===== config.mk =====
export PLATFORM = sky130hd
export DESIGN_NAME = aib_sr_ms_frame_ctrl_flat
export DESIGN_NICKNAME = d
export VERILOG_FILES = /design/src/rtl/aib_sr_ms_frame_ctrl_if.sv /design/src/rtl/aib_sr_ms_frame_ctrl.sv /design/src/flat_wrapper.sv
export SDC_FILE = /design/constraint.sdc
export NUM_CORES = 1
export LEC_CHECK = 0
export ABC_AREA = 0
export BUFFER_PORTS_ARGS = -buffer_cell sky130_fd_sc_hd__buf_4
export CAP_MARGIN = 30
export CORE_ASPECT_RATIO = 1.1
export CORE_UTILIZATION = 51
export DETAILED_ROUTE_END_ITERATION = 7
export MAX_ROUTING_LAYER = met4
export PLACE_DENSITY = 0.76
export SLEW_MARGIN = 20
export SYNTH_ARGS = -nofsm -noshare
export SYNTH_HDL_FRONTEND = slang
export SYNTH_SLANG_ARGS = --single-unit
export TNS_END_PERCENT = 10

===== constraint.sdc =====
create_clock -name osc_clk -period 1.7 [get_ports osc_clk]
set_clock_uncertainty 0.05 [all_clocks]
set_input_delay 0 -clock osc_clk [delete_from_list [all_inputs] [get_ports osc_clk]]
set_output_delay 0 -clock osc_clk [all_outputs]
set_load 0.005 [all_outputs]

===== src/rtl/aib_sr_ms_frame_ctrl_if.sv =====
// Sideband control shift-register bus between the master sequencer and its environment.
// master: sequencer side (serial MS-to-SL out, SL-to-MS in, parallel rx word out).
// slave : environment side (aib_sm control word, serial retimed SL data, status in).
interface aib_sr_ms_frame_ctrl_if #(
    parameter int MS_FRAME_BITS = 81,
    parameter int SL_FRAME_BITS = 73,
    parameter int CNT_W         = 16
);
    logic                     enable;
    logic [MS_FRAME_BITS-1:0] tx_data;
    logic                     sr_ms_data_out;
    logic                     sr_ms_clk_en;
    logic                     sr_ms_load_out;
    logic                     sr_sl_data_in;
    logic [SL_FRAME_BITS-1:0] rx_data;
    logic                     rx_valid;
    logic                     busy;
    logic [CNT_W-1:0]         frame_cnt;

    modport master (
        input  enable,
        input  tx_data,
        input  sr_sl_data_in,
        output sr_ms_data_out,
        output sr_ms_clk_en,
        output sr_ms_load_out,
        output rx_data,
        output rx_valid,
        output busy,
        output frame_cnt
    );

    modport slave (
        output enable,
        output tx_data,
        output sr_sl_data_in,
        input  sr_ms_data_out,
        input  sr_ms_clk_en,
        input  sr_ms_load_out,
        input  rx_data,
        input  rx_valid,
        input  busy,
        input  frame_cnt
    );
endinterface


===== src/rtl/aib_sr_ms_frame_ctrl.sv =====
// AIB sideband control shift-register master sequencer (osc_clk domain).
// Frames tx_data MSB-first onto sr_ms_data_out with clk_en/load strobes and
// captures the returning SL-to-MS frame into rx_data.
// Ports: osc_clk, reset_n (async, active low), bus (master modport:
//   enable, tx_data, sr_sl_data_in in; sr_ms_data_out, sr_ms_clk_en,
//   sr_ms_load_out, rx_data, rx_valid, busy, frame_cnt out).
// Optional: define AIB_SR_RX_DEBOUNCE_EN to accept an RX frame only when it
//   matches the previously completed frame.
module aib_sr_ms_frame_ctrl #(
    parameter int MS_FRAME_BITS = 81,
    parameter int SL_FRAME_BITS = 73,
    parameter int GAP_CYCLES    = 2,
    parameter int CNT_W         = 16
) (
    input logic                    osc_clk,
    input logic                    reset_n,
    aib_sr_ms_frame_ctrl_if.master bus
);
    localparam int BW = $clog2(MS_FRAME_BITS + 1);
    localparam int GW = $clog2(GAP_CYCLES + 2);

    localparam logic [BW-1:0] LAST_K  = BW'(MS_FRAME_BITS - 1);
    localparam logic [BW-1:0] SL_K    = BW'(SL_FRAME_BITS);
    localparam logic [GW-1:0] GAP_END = GW'((GAP_CYCLES > 0) ? GAP_CYCLES - 1 : 0);

    typedef enum logic [1:0] {
        IDLE  = 2'd0,
        LOAD  = 2'd1,
        SHIFT = 2'd2,
        GAP   = 2'd3
    } state_t;

    state_t                   state;
    logic [BW-1:0]            bit_cnt;
    logic [GW-1:0]            gap_cnt;
    logic [MS_FRAME_BITS-1:0] tx_shift;
    logic [SL_FRAME_BITS-1:0] rx_shift;
    logic [MS_FRAME_BITS-1:0] tx_next;
    logic [SL_FRAME_BITS-1:0] rx_next;

    logic                     data_out_q;
    logic                     clk_en_q;
    logic                     load_q;
    logic [SL_FRAME_BITS-1:0] rx_data_q;
    logic                     rx_valid_q;
    logic                     busy_q;
    logic [CNT_W-1:0]         frame_cnt_q;

`ifdef AIB_SR_RX_DEBOUNCE_EN
    logic [SL_FRAME_BITS-1:0] last_q;
`endif

    // rx_next is the RX word as it stands at the end of the current cycle;
    // bits past the SL frame length are not captured.
    always_comb begin
        tx_next = tx_shift << 1;
        rx_next = rx_shift;
        if (state == SHIFT && bit_cnt < SL_K) begin
            rx_next    = rx_shift << 1;
            rx_next[0] = bus.sr_sl_data_in;
        end
    end

    // Serial outputs are registered one cycle ahead: the value for SHIFT k is
    // computed at the end of LOAD / SHIFT k-1.
    always_ff @(posedge osc_clk or negedge reset_n) begin
        if (!reset_n) begin
            state       <= IDLE;
            bit_cnt     <= '0;
            gap_cnt     <= '0;
            tx_shift    <= '0;
            rx_shift    <= '0;
            data_out_q  <= 1'b0;
            clk_en_q    <= 1'b0;
            load_q      <= 1'b0;
            rx_data_q   <= '0;
            rx_valid_q  <= 1'b0;
            busy_q      <= 1'b0;
            frame_cnt_q <= '0;
`ifdef AIB_SR_RX_DEBOUNCE_EN
            last_q      <= '0;
`endif
        end else begin
            rx_valid_q <= 1'b0;
            unique case (state)
                IDLE: begin
                    if (bus.enable) begin
                        state  <= LOAD;
                        busy_q <= 1'b1;
                    end
                end
                LOAD: begin
                    tx_shift   <= bus.tx_data;
                    bit_cnt    <= '0;
                    data_out_q <= bus.tx_data[MS_FRAME_BITS-1];
                    clk_en_q   <= 1'b1;
                    load_q     <= (MS_FRAME_BITS == 1);
                    state      <= SHIFT;
                end
                SHIFT: begin
                    tx_shift <= tx_next;
                    rx_shift <= rx_next;
                    bit_cnt  <= bit_cnt + 1'b1;
                    if (bit_cnt == LAST_K) begin
                        data_out_q  <= 1'b0;
                        clk_en_q    <= 1'b0;
                        load_q      <= 1'b0;
                        frame_cnt_q <= frame_cnt_q + 1'b1;
`ifdef AIB_SR_RX_DEBOUNCE_EN
                        last_q <= rx_next;
                        if (rx_next == last_q) begin
                            rx_data_q  <= rx_next;
                            rx_valid_q <= 1'b1;
                        end
`else
                        rx_data_q  <= rx_next;
                        rx_valid_q <= 1'b1;
`endif
                        gap_cnt <= '0;
                        if (GAP_CYCLES != 0) begin
                            state <= GAP;
                        end else if (bus.enable) begin
                            state <= LOAD;
                        end else begin
                            state  <= IDLE;
                            busy_q <= 1'b0;
                        end
                    end else begin
                        data_out_q <= tx_next[MS_FRAME_BITS-1];
                        load_q     <= (bit_cnt + 1'b1 == LAST_K);
                    end
                end
                GAP: begin
                    if (gap_cnt == GAP_END) begin
                        state  <= bus.enable ? LOAD : IDLE;
                        busy_q <= bus.enable;
                    end else begin
                        gap_cnt <= gap_cnt + 1'b1;
                    end
                end
                default: begin
                    state  <= IDLE;
                    busy_q <= 1'b0;
                end
            endcase
        end
    end

    assign bus.sr_ms_data_out = data_out_q;
    assign bus.sr_ms_clk_en   = clk_en_q;
    assign bus.sr_ms_load_out = load_q;
    assign bus.rx_data        = rx_data_q;
    assign bus.rx_valid       = rx_valid_q;
    assign bus.busy           = busy_q;
    assign bus.frame_cnt      = frame_cnt_q;
endmodule

===== src/flat_wrapper.sv =====
// flat-port wrapper written by rule: the top's interface ports become plain ports
module aib_sr_ms_frame_ctrl_flat 
#(
    parameter int MS_FRAME_BITS = 81,
    parameter int SL_FRAME_BITS = 73,
    parameter int GAP_CYCLES    = 2,
    parameter int CNT_W         = 16
)
  (osc_clk, reset_n, bus_enable, bus_tx_data, bus_sr_sl_data_in, bus_sr_ms_data_out, bus_sr_ms_clk_en, bus_sr_ms_load_out, bus_rx_data, bus_rx_valid, bus_busy, bus_frame_cnt);
  aib_sr_ms_frame_ctrl_if #(.MS_FRAME_BITS(MS_FRAME_BITS), .SL_FRAME_BITS(SL_FRAME_BITS), .CNT_W(CNT_W)) bus_i ();
  input logic osc_clk;
  input logic reset_n;
  input wire logic [$bits(bus_i.enable)-1:0] bus_enable;
  input wire logic [$bits(bus_i.tx_data)-1:0] bus_tx_data;
  input wire logic [$bits(bus_i.sr_sl_data_in)-1:0] bus_sr_sl_data_in;
  output wire logic [$bits(bus_i.sr_ms_data_out)-1:0] bus_sr_ms_data_out;
  output wire logic [$bits(bus_i.sr_ms_clk_en)-1:0] bus_sr_ms_clk_en;
  output wire logic [$bits(bus_i.sr_ms_load_out)-1:0] bus_sr_ms_load_out;
  output wire logic [$bits(bus_i.rx_data)-1:0] bus_rx_data;
  output wire logic [$bits(bus_i.rx_valid)-1:0] bus_rx_valid;
  output wire logic [$bits(bus_i.busy)-1:0] bus_busy;
  output wire logic [$bits(bus_i.frame_cnt)-1:0] bus_frame_cnt;
  assign bus_i.enable = bus_enable;
  assign bus_i.tx_data = bus_tx_data;
  assign bus_i.sr_sl_data_in = bus_sr_sl_data_in;
  assign bus_sr_ms_data_out = bus_i.sr_ms_data_out;
  assign bus_sr_ms_clk_en = bus_i.sr_ms_clk_en;
  assign bus_sr_ms_load_out = bus_i.sr_ms_load_out;
  assign bus_rx_data = bus_i.rx_data;
  assign bus_rx_valid = bus_i.rx_valid;
  assign bus_busy = bus_i.busy;
  assign bus_frame_cnt = bus_i.frame_cnt;
  aib_sr_ms_frame_ctrl #(.MS_FRAME_BITS(MS_FRAME_BITS), .SL_FRAME_BITS(SL_FRAME_BITS), .GAP_CYCLES(GAP_CYCLES), .CNT_W(CNT_W)) u_core (.osc_clk(osc_clk), .reset_n(reset_n), .bus(bus_i));
endmodule

==> flow_metrics.env, run 1 <==
export IMPL_status="aborted with a tool error"
export IMPL_haltStage="detailed routing (5_2_route)"
export IMPL_firstError="[ERROR DRT-0255] Maze Route cannot find path of net bus_tx_data[43] in worker of routeBox ( 96600 96600 ) ( 140460 144900 )."
export IMPL_postGrtWorstEndpoint="u_core.bus.rx_data[34]$_DFFE_PN0P_/D"
export IMPL_antenna_found_initial=1
export IMPL_grt_pass1_wl_mm=39.7
export IMPL_yosysWarnings=0
export IMPL_avgSynthCellArea_um2=13.1
export IMPL_ys_flop_type="dfrtp_1"
export IMPL_grt_pass1_vias=7964
export IMPL_worstEpCategory="register data pin"
export IMPL_synthesis_nets=916
export IMPL_track_usage_pct=23.4
export IMPL_ys_ff_latch=258
export IMPL_cts_inserted_buffers=26
export IMPL_async_reset_ff_share_pct=100
export IMPL_cts_root_buffer="clkbuf_16"
export IMPL_ys_seq_area_share_pct=60.0
export IMPL_portBuffers=178
export IMPL_synth_edf_count=0
export IMPL_die_w_um=140
export IMPL_row_count=55
export IMPL_grt_start_max_net_pins=67
export IMPL_io_pins=179
export IMPL_h_tree_depth=1
export IMPL_dieHeight_um=154
export IMPL_ys_types=48
export IMPL_placed_cells_incl_taps=1274
export IMPL_initial_core_util_pct=52.1
export IMPL_gp_congestion=0.810
export IMPL_hpwl_mm=15.0
export IMPL_cts_sinks=258
export IMPL_syn_area_um2=10800
export IMPL_gr_total_overflow=0
export IMPL_syn_inst=823
export IMPL_ctsLongestPathBuffers=3
cells in the mapped netlist (8+ instances only):
cell type	count	area, µm²
clkbuf_1	20	75.1
inv_1	10	37.5
dfrtp_1	258	6460
a21oi_1	82	410
buf_2	17	85.1
nand3_1	9	45.0
nor2_1	86	323
o21ai_0	9	45.0
mux2i_1	81	811
mux2_2	147	1660
nand2_1	13	48.8
ha_1	8	100
xnor2_1	9	78.8
per-stage QoR:
| step | area [µm²] | setup WS, ns | hold slack, ns | util [%] |
|---|---|---|---|---|
| floorplan | 10800 | -0.0383 | -0.346 | - |
| global placement | 13000 | -0.0706 | -0.0435 | 62.8 |
| detailed placement | 13000 | -0.175 | -0.0423 | 62.8 |
| CTS | 14800 | -0.108 | 0.178 | 71.9 |
| global route | 15300 | -0.204 | 0.189 | 74.3 |
what timing repair did:
| action | CTS | global route |
|---|---|---|
| endpoints found under the hold margin | 343 | 0 |
| gates cloned | 0 | 6 |
| hold buffers | 86 | 0 |
| endpoints found under the setup margin | 168 | 244 |
| pin swaps | 7 | 6 |
| setup buffers | 4 | 3 |
| resized for setup | 10 | 87 |
metal layers:
layer and track usage (%):
met2 40.1, met4 6.42, met3 5.26, met5 -, met1 27.9
cells by family after synthesis:
kind of cell / after synthesis / share of synthesized area, %
AO/OA/AOI/OAI: 111 / 5.74
XOR/XNOR: 16 / 1.30
flip-flops: 258 / 60.0
buffers and inverters: 58 / 2.72
adder cells (fa/ha/maj): 8 / 0.931
AND/OR/NAND/NOR: 144 / 6.35
multiplexers: 228 / 22.9
==> run 2: changes to the inputs <==
CORE_ASPECT_RATIO = unset   (was 1.1)
CORE_UTILIZATION = 40   (was 51)
MAX_ROUTING_LAYER = unset   (was met4)
PLACE_DENSITY = unset   (was 0.76)
PLACE_DENSITY_LB_ADDON = 0.15   (was unset)
clock period = 2.2 ns   (was 1.7 ns; I/O delays follow)
==> flow_metrics.env, run 2 <==
export IMPL_syn_area_um2=10800
export IMPL_vias=7060
export IMPL_nets=1180
export IMPL_first_iter_violations=251
export IMPL_portBuffers=178
export IMPL_startpoint_type="flip-flop"
export IMPL_layout_drive_gt1_share_pct=36.3
export IMPL_drtAntennaViolNets=0
export IMPL_cts_root_buffer="clkbuf_16"
export IMPL_finalInstanceArea_um2=14500
export IMPL_drt_pre_antenna_iters=8
export IMPL_syn_inst=823
export IMPL_dieHeight_um=166
export IMPL_yosysWarnings=0
export IMPL_final_common_cell="dfrtp_1"
export IMPL_multiInputGateArea_um2=4040
export IMPL_cts_tree="done"
export IMPL_antenna_found_initial=0
export IMPL_final_seq_area_um2=6460
export IMPL_yosys_area_top_type_share_pct=60.0
export IMPL_gp_congestion=0.768
export IMPL_gr_total_overflow=0
export IMPL_crit_slowest_cell="or4_4"
export IMPL_row_count=59
export IMPL_crit_fanout=5
export IMPL_cts_sinks=258
export IMPL_top_register="u_core.tx_shift"
export IMPL_critical_path_arrival_ns=2.39
export IMPL_die_area_um2=27500
export IMPL_finalHoldViolCount=0
export IMPL_grt_start_max_net_pins=84
export IMPL_max_cap_violations=0
export IMPL_ctsLongestPathBuffers=3
export IMPL_dp_slack_ns=0.233
export IMPL_die_w_um=166
export IMPL_io_pins=179
export IMPL_cp_startpoint="u_core.state[0]$_DFFE_PN0P_"
export IMPL_ys_seq_area_share_pct=60.0
export IMPL_ys_ff_latch=258
export IMPL_hpwl_mm=13.6
export IMPL_critical_path_class="reg2reg"
export IMPL_track_usage_pct=16.1
export IMPL_reg2reg_slack_ns=0.22
export IMPL_drv_slew=0
export IMPL_rsz0062_at_grt="no"
export IMPL_power_density_cell_area_nw_per_um2=719
export IMPL_setup_viol=0
export IMPL_placed_cells_incl_taps=1306
export IMPL_crit_family="simple AND/OR/NAND/NOR gates"
export IMPL_async_reset_ff_share_pct=100
export IMPL_synthTopCellsByArea="dfrtp_1 60%, mux2_2 15%, mux2i_1 7.5%, a21oi_1 3.8%, nor2_1 3.0%"
export IMPL_rr_endpoint="u_core.bus.frame_cnt[12]$_DFFE_PN0P_"
export IMPL_period_share_pct=89.9
export IMPL_vias_per_cell=4.89
export IMPL_drt_wl_total_mm=22.2
export IMPL_status="finished with violations"
export IMPL_path_clk_slew_ns=0.07
export IMPL_synth_top_area_cell="dfrtp_1"
export IMPL_cts_resized_gates=0
export IMPL_violations="DRC"
export IMPL_relSlewSlack_pct=74.2
export IMPL_max_slew_worst_pin_slew_ns=0.387
export IMPL_n_antenna_cell=0
export IMPL_worst_slack_ns=0.222
export IMPL_grt_pass1_wl_mm=36.7
export IMPL_clkLatencyLatePin_ns=0.55
export IMPL_avgSynthCellArea_um2=13.1
export IMPL_crit_chain="inv_1 -> ha_4 -> nand3b_1 -> or4_4 -> nor3_2 -> xor2_1"
export IMPL_cp_num_buf_inv=1
export IMPL_wire_per_inst_um=15.4
export IMPL_fin_crit_ns=1.98
export IMPL_crit_path_end_kind="flip-flop"
export IMPL_synthTopCellsByCount="258 x dfrtp_1, 147 x mux2_2, 86 x nor2_1, 82 x a21oi_1, 81 x mux2i_1"
export IMPL_cts_inserted_buffers=29
export IMPL_p_leak_nw=7.48
export IMPL_ys_types=48
export IMPL_yosysMostFrequentCell="dfrtp_1"
export IMPL_cpPeakStageDelay_ns=0.59
export IMPL_holdCritPathClass="in2async"
export IMPL_placed_cell_area_um2=12600
export IMPL_reg2reg_from="u_core.state[0]$_DFFE_PN0P_"
export IMPL_fin_cells=1444
export IMPL_h_tree_depth=1
export IMPL_syn2layout_area_growth_pct=34.8
export IMPL_core_um2=26200
export IMPL_largest_reg_flops=80
export IMPL_fmax_ghz=0.506
export IMPL_rr_worst_depth=6
export IMPL_grt_pass1_vias=7166
export IMPL_vdd_ir_drop_max_uv=567
export IMPL_initial_core_util_pct=41.0
export IMPL_ys_flop_type="dfrtp_1"
export IMPL_fillers=2225
export IMPL_synthesis_nets=916
export IMPL_drc=11
export IMPL_synth_edf_count=0
export IMPL_tns_ns=0
export IMPL_final_cell_mix="258 x dfrtp_1, 182 x buf_4, 147 x mux2_2"
export IMPL_fin_util_pct=55.3
export IMPL_worstPathRequired_ns=2.61
[run 2: cell counts after synthesis]
Identical to the previous run, type by type.
[run 2: final cells by class]
class,count,share of cell area (%)
Clock buffer,37,5.49
Clock inverter,16,1.66
Inverter,10,0.259
Multi-Input combinational cell,507,27.9
Sequential cell,258,44.5
Tap cell,335,2.89
Timing Repair Buffer,281,17.3
[run 2: cell families (layout without fill, tap and decap cells)]
family / count (synthesis) / count (layout) / synth area share, %
DFF: 258 / 258 / 60.0
muxes: 228 / 228 / 22.9
and+or+nand+nor: 144 / 144 / 6.35
AOI/OAI and AO/OA: 111 / 111 / 5.74
buffers and inverters: 58 / 344 / 2.72
xor gates and xnor gates: 16 / 16 / 1.30
adders and majority gates: 8 / 8 / 0.931
[run 2: repair_timing]
item                                    4_1_cts  5_1_grt
endpoints found under the setup margin        0        0
hold buffers                                 85        0
hold endpoints to repair                    343        0
setup buffers                                 0        0
[run 2: stage by stage]
stage,hold WS [ns],total power [mW]
final,0.0299,10.4
after global routing,0.0594,10.8
after CTS,0.0159,10.6
after detailed placement,-0.105,5.19
after global placement,-0.106,5.19
after floorplan,-0.346,4.95
[run 2: tightest hold or removal path, stage by stage]
cell           delay, ns
dlygate4sd3_1       0.56
buf_8               0.17
buf_16              0.26
[run 2: layer usage]
metal  share of wire, %  GRT usage [%]
met1                 47           22.2
met2                 46           26.0
met3                4.5           2.91
met4                2.4           4.63
met5                  0              0
[run 2: worst max path at each step]
stage / endpoint / slack [ns] / cells after the start
floorplan: u_core.tx_shift[69]$_DFFE_PN0P_ / 0.36 / 6
global placement: u_core.bus.frame_cnt[12]$_DFFE_PN0P_ / 0.25 / 6
detailed placement: u_core.bus.rx_data[63]$_DFFE_PN0P_ / 0.23 / 7
CTS: u_core.bus.frame_cnt[12]$_DFFE_PN0P_ / 0.21 / 6
global route: u_core.bus.frame_cnt[12]$_DFFE_PN0P_ / 0.10 / 6
finish: u_core.bus.frame_cnt[12]$_DFFE_PN0P_ / 0.22 / 6
[run 2: power breakdown]
group,switching [mW],internal [mW],leakage (nW)
Combinational,0.159,0.248,3.66
Sequential,0.0344,4.79,3.31
Clock,1.95,3.25,0.512
No activity file was read; power rests on OpenSTA's default activity.
